### src/rtl/des_in_stage.sv
// des_in_stage: accepts a DES block/key, applies IP and PC-1 plus key parity check,
// and issues it to the round controller with its fixed sampling timing.
module des_in_stage #(
   parameter bit CHECK_PARITY = 1'b1
) (
   input  logic        clk_in,
   input  logic        rst_n_in,
   input  logic        blk_in_valid,
   output logic        blk_in_ready,
   input  logic [63:0] blk_in_data,
   input  logic [63:0] blk_in_key,
   input  logic        blk_in_mode,
   input  logic        encrypt_ready_in,
   output logic        encrypt_out_valid,
   output logic        mode_out,
   output logic        data_out_valid,
   output logic [31:0] left_data_out,
   output logic [31:0] right_data_out,
   output logic [55:0] sub_key_out,
   output logic        sub_key_out_valid,
   output logic        check_error_out,
   output logic        err_out_valid
);
   localparam int IP_T [64] = '{
      58, 50, 42, 34, 26, 18, 10, 2,
      60, 52, 44, 36, 28, 20, 12, 4,
      62, 54, 46, 38, 30, 22, 14, 6,
      64, 56, 48, 40, 32, 24, 16, 8,
      57, 49, 41, 33, 25, 17,  9, 1,
      59, 51, 43, 35, 27, 19, 11, 3,
      61, 53, 45, 37, 29, 21, 13, 5,
      63, 55, 47, 39, 31, 23, 15, 7
   };
   localparam int PC1_T [56] = '{
      57, 49, 41, 33, 25, 17,  9,
       1, 58, 50, 42, 34, 26, 18,
      10,  2, 59, 51, 43, 35, 27,
      19, 11,  3, 60, 52, 44, 36,
      63, 55, 47, 39, 31, 23, 15,
       7, 62, 54, 46, 38, 30, 22,
      14,  6, 61, 53, 45, 37, 29,
      21, 13,  5, 28, 20, 12,  4
   };
   typedef enum logic [2:0] {S_IDLE, S_ISSUE, S_HOLD, S_BLIND, S_WAIT} state_t;
   state_t      state;
   logic [63:0] ip_data;
   logic [55:0] pc1_key;
   logic [7:0]  byte_odd;
   logic        key_err;
   // FIPS bit n lives at vector index 64-n
   for (genvar i = 0; i < 64; i++) begin : g_ip
      assign ip_data[63-i] = blk_in_data[64-IP_T[i]];
   end
   for (genvar i = 0; i < 56; i++) begin : g_pc1
      assign pc1_key[55-i] = blk_in_key[64-PC1_T[i]];
   end
   for (genvar i = 0; i < 8; i++) begin : g_par
      assign byte_odd[i] = ^blk_in_key[8*i +: 8];
   end
   assign key_err = CHECK_PARITY & ~&byte_odd;
   // Controller's ready flag is one cycle stale, so it is only trusted from S_WAIT on
   always_ff @(posedge clk_in or negedge rst_n_in) begin
      if (!rst_n_in) begin
         state             <= S_IDLE;
         blk_in_ready      <= 1'b1;
         encrypt_out_valid <= 1'b0;
         data_out_valid    <= 1'b0;
         sub_key_out_valid <= 1'b0;
         err_out_valid     <= 1'b0;
         mode_out          <= 1'b0;
         left_data_out     <= '0;
         right_data_out    <= '0;
         sub_key_out       <= '0;
         check_error_out   <= 1'b0;
      end else begin
         encrypt_out_valid <= 1'b0;
         data_out_valid    <= 1'b0;
         sub_key_out_valid <= 1'b0;
         err_out_valid     <= 1'b0;
         case (state)
            S_IDLE: if (blk_in_valid) begin
               state             <= S_ISSUE;
               blk_in_ready      <= 1'b0;
               encrypt_out_valid <= 1'b1;
               data_out_valid    <= 1'b1;
               sub_key_out_valid <= 1'b1;
               err_out_valid     <= key_err;
               mode_out          <= blk_in_mode;
               left_data_out     <= ip_data[63:32];
               right_data_out    <= ip_data[31:0];
               sub_key_out       <= pc1_key;
               check_error_out   <= key_err;
            end
            S_ISSUE: state <= S_HOLD;
            S_HOLD:  state <= S_BLIND;
            S_BLIND: state <= S_WAIT;
            S_WAIT: if (encrypt_ready_in) begin
               state        <= S_IDLE;
               blk_in_ready <= 1'b1;
            end
            default: begin
               state        <= S_IDLE;
               blk_in_ready <= 1'b1;
            end
         endcase
      end
   end
endmodule

### config.mk
export PLATFORM = sky130hd
export DESIGN_NAME = des_in_stage
export DESIGN_NICKNAME = d
export VERILOG_FILES = /design/src/rtl/des_in_stage.sv
export SDC_FILE = /design/constraint.sdc
export NUM_CORES = 1
export LEC_CHECK = 0
export CAP_MARGIN = 5
export CORE_UTILIZATION = 35
export CTS_CLUSTER_DIAMETER = 30
export CTS_CLUSTER_SIZE = 12
export DETAILED_ROUTE_END_ITERATION = 8
export GPL_ROUTABILITY_DRIVEN = 0
export PLACE_DENSITY = 0.72
export SLEW_MARGIN = 30
export SYNTH_ARGS = -nofsm -noshare
export SYNTH_HDL_FRONTEND = slang
export SYNTH_SLANG_ARGS = --single-unit
### constraint.sdc
create_clock -name clk_in -period 2.9 [get_ports clk_in]
set_input_delay 0.29 -clock clk_in [delete_from_list [all_inputs] [get_ports clk_in]]
set_output_delay 0.29 -clock clk_in [all_outputs]
set_load 0.01 [all_outputs]
==> impl_results.md, run 1 <==
- Outcome: finished, final reports clean
- Starting DRT DRC Count: 88
- CP endpoint kind: flip-flop
- Max incr delay on CP: 0.43 ns
- Clk slew on worst S/H paths: 0.06 ns
- Die W: 129 um
- Worst vdd ir: 0.642 mV
- WP depth: 5
- Rel. slew slack: 0.569
- Number of port buffers: 259
- Worst skew pair latency: 0.41 ns
- Ant. Diodes: 0
- CTS tree: yes
- Largest net degree at the start of global routing: 70
- Yosys warns: 0
- Core outline area: 15,400 um^2
- Post-Syn Instances: 340
- Final period utilization: 0.653
- Min-Delay Path Class: primary input to async pin
- Total GRT Usage: 0.173
- Fmax: 528 MHz
- Mapped Area: 5600 um^2
- Crit Path Max Fanout: 38
- Syn_nets: 473
- Clk buf depth: 2
- Reg-to-Reg Start: state[1]$_DFFE_PN0P_
- Final count of negative-setup-slack endpoints: 0
- Library cells used by synthesis: 20
- Vias: 3,699
- Share of cells above drive strength 1: 0.260
- Sequential-to-total area share from yosys stat: 0.572
- Nets: 740
- CTS Buf Count: 17
- Max Slew Vio Count: 0
- Setup_tns: 0 ns
- Power Density: 1120 nW/um^2
- Vias/cell: 4.45
- RSZ-0062 raised after global routing: false
- Worst endpoint required time: 3.19 ns
- # H-tree levels: 4
- WL per Instance: 16.8 um
- P&R area growth vs syn: 59.5%
- Std cell rows: 45
- Vias in the first global route: 4,037
- Synthesized flop and latch total: 128
- CP Cell Sequence: nor2_2, nand2_2, nor2_8, buf_12, mux2_2
- Area contributors post-synth: dfrtp_1 (57%), mux2_4 (16%), mux2_2 (12%)
- Worst setup SP type: flip-flop
- Crit path kind: flip-flop to flip-flop
- Post-CTS Repair Setup Buffers: 0
- IO Count: 260
- DP HPWL: 10,500 um
- Drt first pass iters: 4
- Reg2Reg Depth: 5
- Post-CTS sizing: 0
- Kind of cell adding the most delay to the critical path: simple AND/OR/NAND/NOR gates
- Max-cap viol count: 0
- WP buf/inv: 1
- Synth Area per Inst: 16.5 um^2
- Worst r2r dst: sub_key_out[55]$_DFFE_PN0P_
- CP arrival: 2.18 ns
- Clock Skews: 0.00726 ns
- Leading area contributor after synthesis: dfrtp_1
- Root buffer cell: clkbuf_16
- Final total power: 9.99 mW
- Worst-margin pin slew: 0.646 ns
- Leakage Power: 3.68 nW
- Remaining Overflow, GRT: 0
- Antenna violations before repair: 0
- CTS Hold Bufs: 1
- Clock Sinks: 128
- Synth top area share: 0.567
- CP max stage cell: dfrtp_1
- Routed Wire Length: 14,000 um
- First-pass GRT wire length: 21,600 um
- Reg2reg setup slack: 1.01 ns
- Min cycle time layout: 1.89 ns
- Drt drc: 0
- Hold Violations, Final: 0
- Initial Util: 0.363
- Antenna Nets Post-Route: 0
- Die H: 129 um
- Full die area: 16,500 um^2
-- where the power goes --
part	internal, mW	switching (mW)	leakage [nW]
combinational	3.01	1.62	1.88
sequential	2.72	0.531	1.51
clock	1.35	0.760	0.292
total	7.08	2.91	3.68
-- logic make-up (layout without fill, tap and decap cells) --
group | count (synthesis) | count (layout) | synth area share
AO/OA/AOI/OAI | 3 | 3 | 0.00268
XOR/XNOR | 57 | 57 | 0.0891
buffers and inverters | 16 | 296 | 0.0366
flip-flops | 128 | 128 | 0.572
multiplexers | 121 | 121 | 0.283
AND/OR/NAND/NOR | 15 | 15 | 0.0163
-- final cells by class --
cell class	instances	area [um^2]
Fill cell	1262	6490
Sequential cell	128	3200
Timing Repair Buffer	264	2680
Multi-Input combinational cell	196	2190
Clock buffer	22	484
Tap cell	211	264
Clock inverter	10	109
-- per-stage QoR --
step | hold WS (ns) | setup slack, ns | instance area [um^2] | std cells | utilization
6_report | 0.463 | 1.01 | 8940 | 831 | 0.579
3_3_place_gp | 0.330 | 0.826 | 8340 | 798 | 0.540
2_1_floorplan | -0.00559 | 1.39 | 5600 | 340 | -
3_5_place_dp | 0.342 | 0.799 | 8340 | 798 | 0.540
4_1_cts | 0.470 | 0.991 | 8940 | 831 | 0.579
5_1_grt | 0.479 | 0.905 | 8940 | 831 | 0.579
-- cells in the final DEF (no fill, tap or decap), drive strengths merged, types with 5 or more instances in the layout --
cell type      synthesis  layout
mux2                 121     121
dfrtp                127     127
buf                   16       5
clkbuf                 0      22
xnor2                 49      49
xor2                   8       8
clkinv                 0       6
nor2                   7       7
clkdlybuf4s50          0     258
-- state kept, by name (all words and copies together), names as in the netlist --
signal / count
blk_in_ready: 1
check_error_out: 1
err_out_valid: 1
left_data_out: 32
mode_out: 1
right_data_out: 32
state: 3
sub_key_out: 56
sub_key_out_valid: 1
-- layer usage --
layer	global-route usage	routed length, um
met1	0.203	5620
met2	0.292	7080
met3	0.0553	1040
met4	0.0734	259
met5	0	0
-- Yosys cell counts --
library cell	instances
nand4_1	2
nor2_8	1
o21ai_0	1
nor3_1	2
dfrtp_1	127
dfstp_2	1
mux2_4	60
xnor2_1	49
buf_2	1
buf_12	7
nand2_2	1
nand3b_1	1
mux2_2	61
nor2_1	5
buf_4	8
xor2_1	8
nor4_1	1
a21oi_1	2
nand2_1	1
nor2_2	1
-- worst max path at each step --
stage | from | to | slack (ns)
after floorplan | state[1]$_DFFE_PN0P_ | right_data_out[0]$_DFFE_PN0P_ | 1.39
after global placement | blk_in_valid | left_data_out[23]$_DFFE_PN0P_ | 0.83
after detailed placement | blk_in_valid | sub_key_out[55]$_DFFE_PN0P_ | 0.80
after CTS | state[1]$_DFFE_PN0P_ | sub_key_out[55]$_DFFE_PN0P_ | 0.99
after global routing | state[1]$_DFFE_PN0P_ | sub_key_out[55]$_DFFE_PN0P_ | 0.90
final | state[1]$_DFFE_PN0P_ | sub_key_out[55]$_DFFE_PN0P_ | 1.01
No activity file was read; power rests on OpenSTA's default activity.
==> run 2: changes to the inputs <==
--- a/config.mk
+++ b/config.mk
@@ -11,7 +11,7 @@
 export CTS_CLUSTER_SIZE = 12
 export DETAILED_ROUTE_END_ITERATION = 8
 export GPL_ROUTABILITY_DRIVEN = 0
-export PLACE_DENSITY = 0.72
+export PLACE_DENSITY = 0.75
 export SLEW_MARGIN = 30
 export SYNTH_ARGS = -nofsm -noshare
 export SYNTH_HDL_FRONTEND = slang
==> constraint.sdc (replaced) <==
create_clock -name clk_in -period 1.66 [get_ports clk_in]
set_input_delay 0.166 -clock clk_in [delete_from_list [all_inputs] [get_ports clk_in]]
set_output_delay 0.166 -clock clk_in [all_outputs]
set_load 0.01 [all_outputs]
==> run 2 against run 1 <==
Clock skew shrank 0.0014 ns; first-iteration DRC count grew 45%; critical endpoint is now right_data_out[31]$_DFFE_PN0P_; register-to-register slack lost 0.96 ns.
==> impl_results.md, run 2 (same netlist as run 1, synthesis figures left out) <==
- FILL cells: 1,235 (-2.1%)
- P&R area growth vs syn: 66.1%
- Share of cells above drive strength 1: 0.293 (+0.0335)
- Clock Sinks: 128 (unchanged)
- Worst-margin pin slew: 0.375 ns (-0.271 ns)
- Max Slew Vio Count: 0 (unchanged)
- Starting DRT DRC Count: 128 (+45%)
- Worst skew pair latency: 0.41 ns (about the same)
- IO Count: 260 (unchanged)
- Crit path from: state[0]$_DFFE_PN0P_
- Core outline area: 15,400 um^2 (unchanged)
- Core Util, Final: 0.603 (+0.0240)
- Worst hold slack: 0.318 ns (-0.145 ns)
- Hold Violations, Final: 0 (unchanged)
- Pre-CTS setup slack: -0.178 ns (-0.977 ns)
- Antenna violations before repair: 0 (unchanged)
- Fmax: 618 MHz (+17%)
- M2 GR Usage: 0.303 (+0.0111)
- Leakage Power: 3.89 nW (+5.7%)
- Full die area: 16,500 um^2 (unchanged)
- CTS tree: yes
- Antenna Nets Post-Route: 0 (unchanged)
- Vias in the first global route: 4,257 (+5.4%)
- Max incr delay on CP: 0.39 ns (-0.04 ns)
- Die H: 129 um (unchanged)
- Vias/cell: 4.42 (-0.80%)
- Initial Util: 0.363 (unchanged)
- Number of port buffers: 259 (unchanged)
- Min cycle time layout: 1.62 ns (-0.275 ns)
- Worst endpoint required time: 1.96 ns (-1.23 ns)
- Biggest register: sub_key_out
- Remaining Overflow, GRT: 0 (unchanged)
- Fin cells: 859 (+3.4%)
- Clk slew on worst S/H paths: 0.06 ns (about the same)
- Reg-to-Reg Start: state[0]$_DFFE_PN0P_
- Outcome: finished, final reports clean
- Worst vdd ir: 0.922 mV (+44%)
- Root buffer cell: clkbuf_16
- Power Density: 1970 nW/um^2 (+77%)
- Setup_tns: 0 ns (unchanged)
- Final count of negative-setup-slack endpoints: 0 (unchanged)
- Worst setup SP type: flip-flop
- Min-Delay Path Class: primary input to async pin
- Met3 usage: 0.0620 (+0.00665)
- Max-cap viol count: 0 (unchanged)
- Largest registers: sub_key_out (56), left_data_out (32), right_data_out (32)
- Vias: 3,793 (+2.5%)
- Rel. slew slack: 0.750 (+0.181)
- Placed cells: 823 (+3.1%)
- First-pass GRT wire length: 22,200 um (+2.8%)
- CP arrival: 1.92 ns (-0.26 ns)
- Crit Path Max Fanout: 48 (+26%)
- Fin area: 9310 um^2 (+4.1%)
- Ant. Diodes: 0 (unchanged)
- # H-tree levels: 4 (unchanged)
- Crit path kind: flip-flop to flip-flop
- Most common cell after layout, fill and taps aside: clkdlybuf4s50_1
- CP endpoint kind: flip-flop
- Drt drc: 0 (unchanged)
- Drt first pass iters: 4 (unchanged)
- Area after DPL: 8570 um^2 (+2.8%)
- GR peak layer: met2
- DP HPWL: 10,700 um (+1.8%)
- Die W: 129 um (unchanged)
- CP max stage cell: dfrtp_1
- Routed Wire Length: 14,300 um (+2.0%)
- Clk buf depth: 2 (unchanged)
- CP Cell Sequence: nor2_2, nand2_2, nor2_8, buf_16, mux2_2
- Clock Skews: 0.00584 ns (-0.00141 ns)
- Final period utilization: 0.975 (+0.322)
- RSZ-0062 raised after global routing: true
- Most frequent cells in the layout: clkdlybuf4s50_1 (257), dfrtp_1 (127), mux2_4 (67), mux2_2 (54), xnor2_1 (49)
- Final total power: 18.4 mW (+84%)
- Total GRT Usage: 0.179 (+0.00568)
- Post-route setup slack: 0.0407 ns (-0.965 ns)
- CTS Buf Count: 17 (unchanged)
- Largest net degree at the start of global routing: 69 (-1.4%)
- WL per Instance: 16.6 um (-1.3%)
- Std cell rows: 45 (unchanged)
- Nets: 768 (+3.8%)
- GR Util met1: 0.202 (-0.00113)
- Max reg flops: 56 (unchanged)
==> run 2: cell count changes in the layout (fill, tap and decap cells not counted), moves of 2 or more <==
cell and change:
buf_12 +4, buf_4 +24, mux2_2 -7, bufinv_16 +3
clkinv_2 -3, clkbuf_8 -2, mux2_4 +7
==> run 2: final timing paths <==
check / to / slack, ns / depth (start not counted)
min in group clk_in: left_data_out[13]$_DFFE_PN0P_ / 0.36 / 2
min: left_data_out[22]$_DFFE_PN0P_ / 0.32 / 3
max: right_data_out[31]$_DFFE_PN0P_ / 0.04 / 5
max reg2reg: right_data_out[31]$_DFFE_PN0P_ / 0.04 / 5
min reg2reg: left_data_out[27]$_DFFE_PN0P_ / 0.50 / 1
max in group asynchronous: blk_in_ready$_DFFE_PN1P_ / 0.96 / 3
==> run 2: where the power goes <==
group	leakage (nW)	internal, mW	switching (mW)
Sequential	1.51	4.75	0.928
Clock	0.316	2.75	1.38
Combinational	2.06	5.62	2.96
Total	3.89	13.1	5.27
==> run 2: critical path: cells and delay by family, from the launching register on <==
family / cells / cell delay (ns)
and+or+nand+nor: 3 / 0.42
DFF: 1 / 0.39
muxes: 1 / 0.37
buffers and inverters: 1 / 0.29
==> run 2: final cells by class <==
class / instances / area, um^2 / share of cell area
well taps: 211 / 264 / 0.0284
flip-flops and latches: 128 / 3200 / 0.344
multi-input cells: 196 / 2220 / 0.238
clock inverters: 13 / 209 / 0.0224
clock buffers: 19 / 453 / 0.0487
repair buffers: 292 / 2960 / 0.318
==> run 2: repair_timing <==
action,in CTS,in global routing
hold endpoints to repair,127,0
buffers inserted,0,3
setup endpoints to repair,1,88
gates resized for setup,1,8
hold buffers,1,0
pin swaps,0,1
==> run 2: metal layers <==
metal,vias up,share of wire
li1,1760,-
met1,1852,0.39
met2,159,0.50
met3,22,0.077
met4,0,0.025
met5,-,0
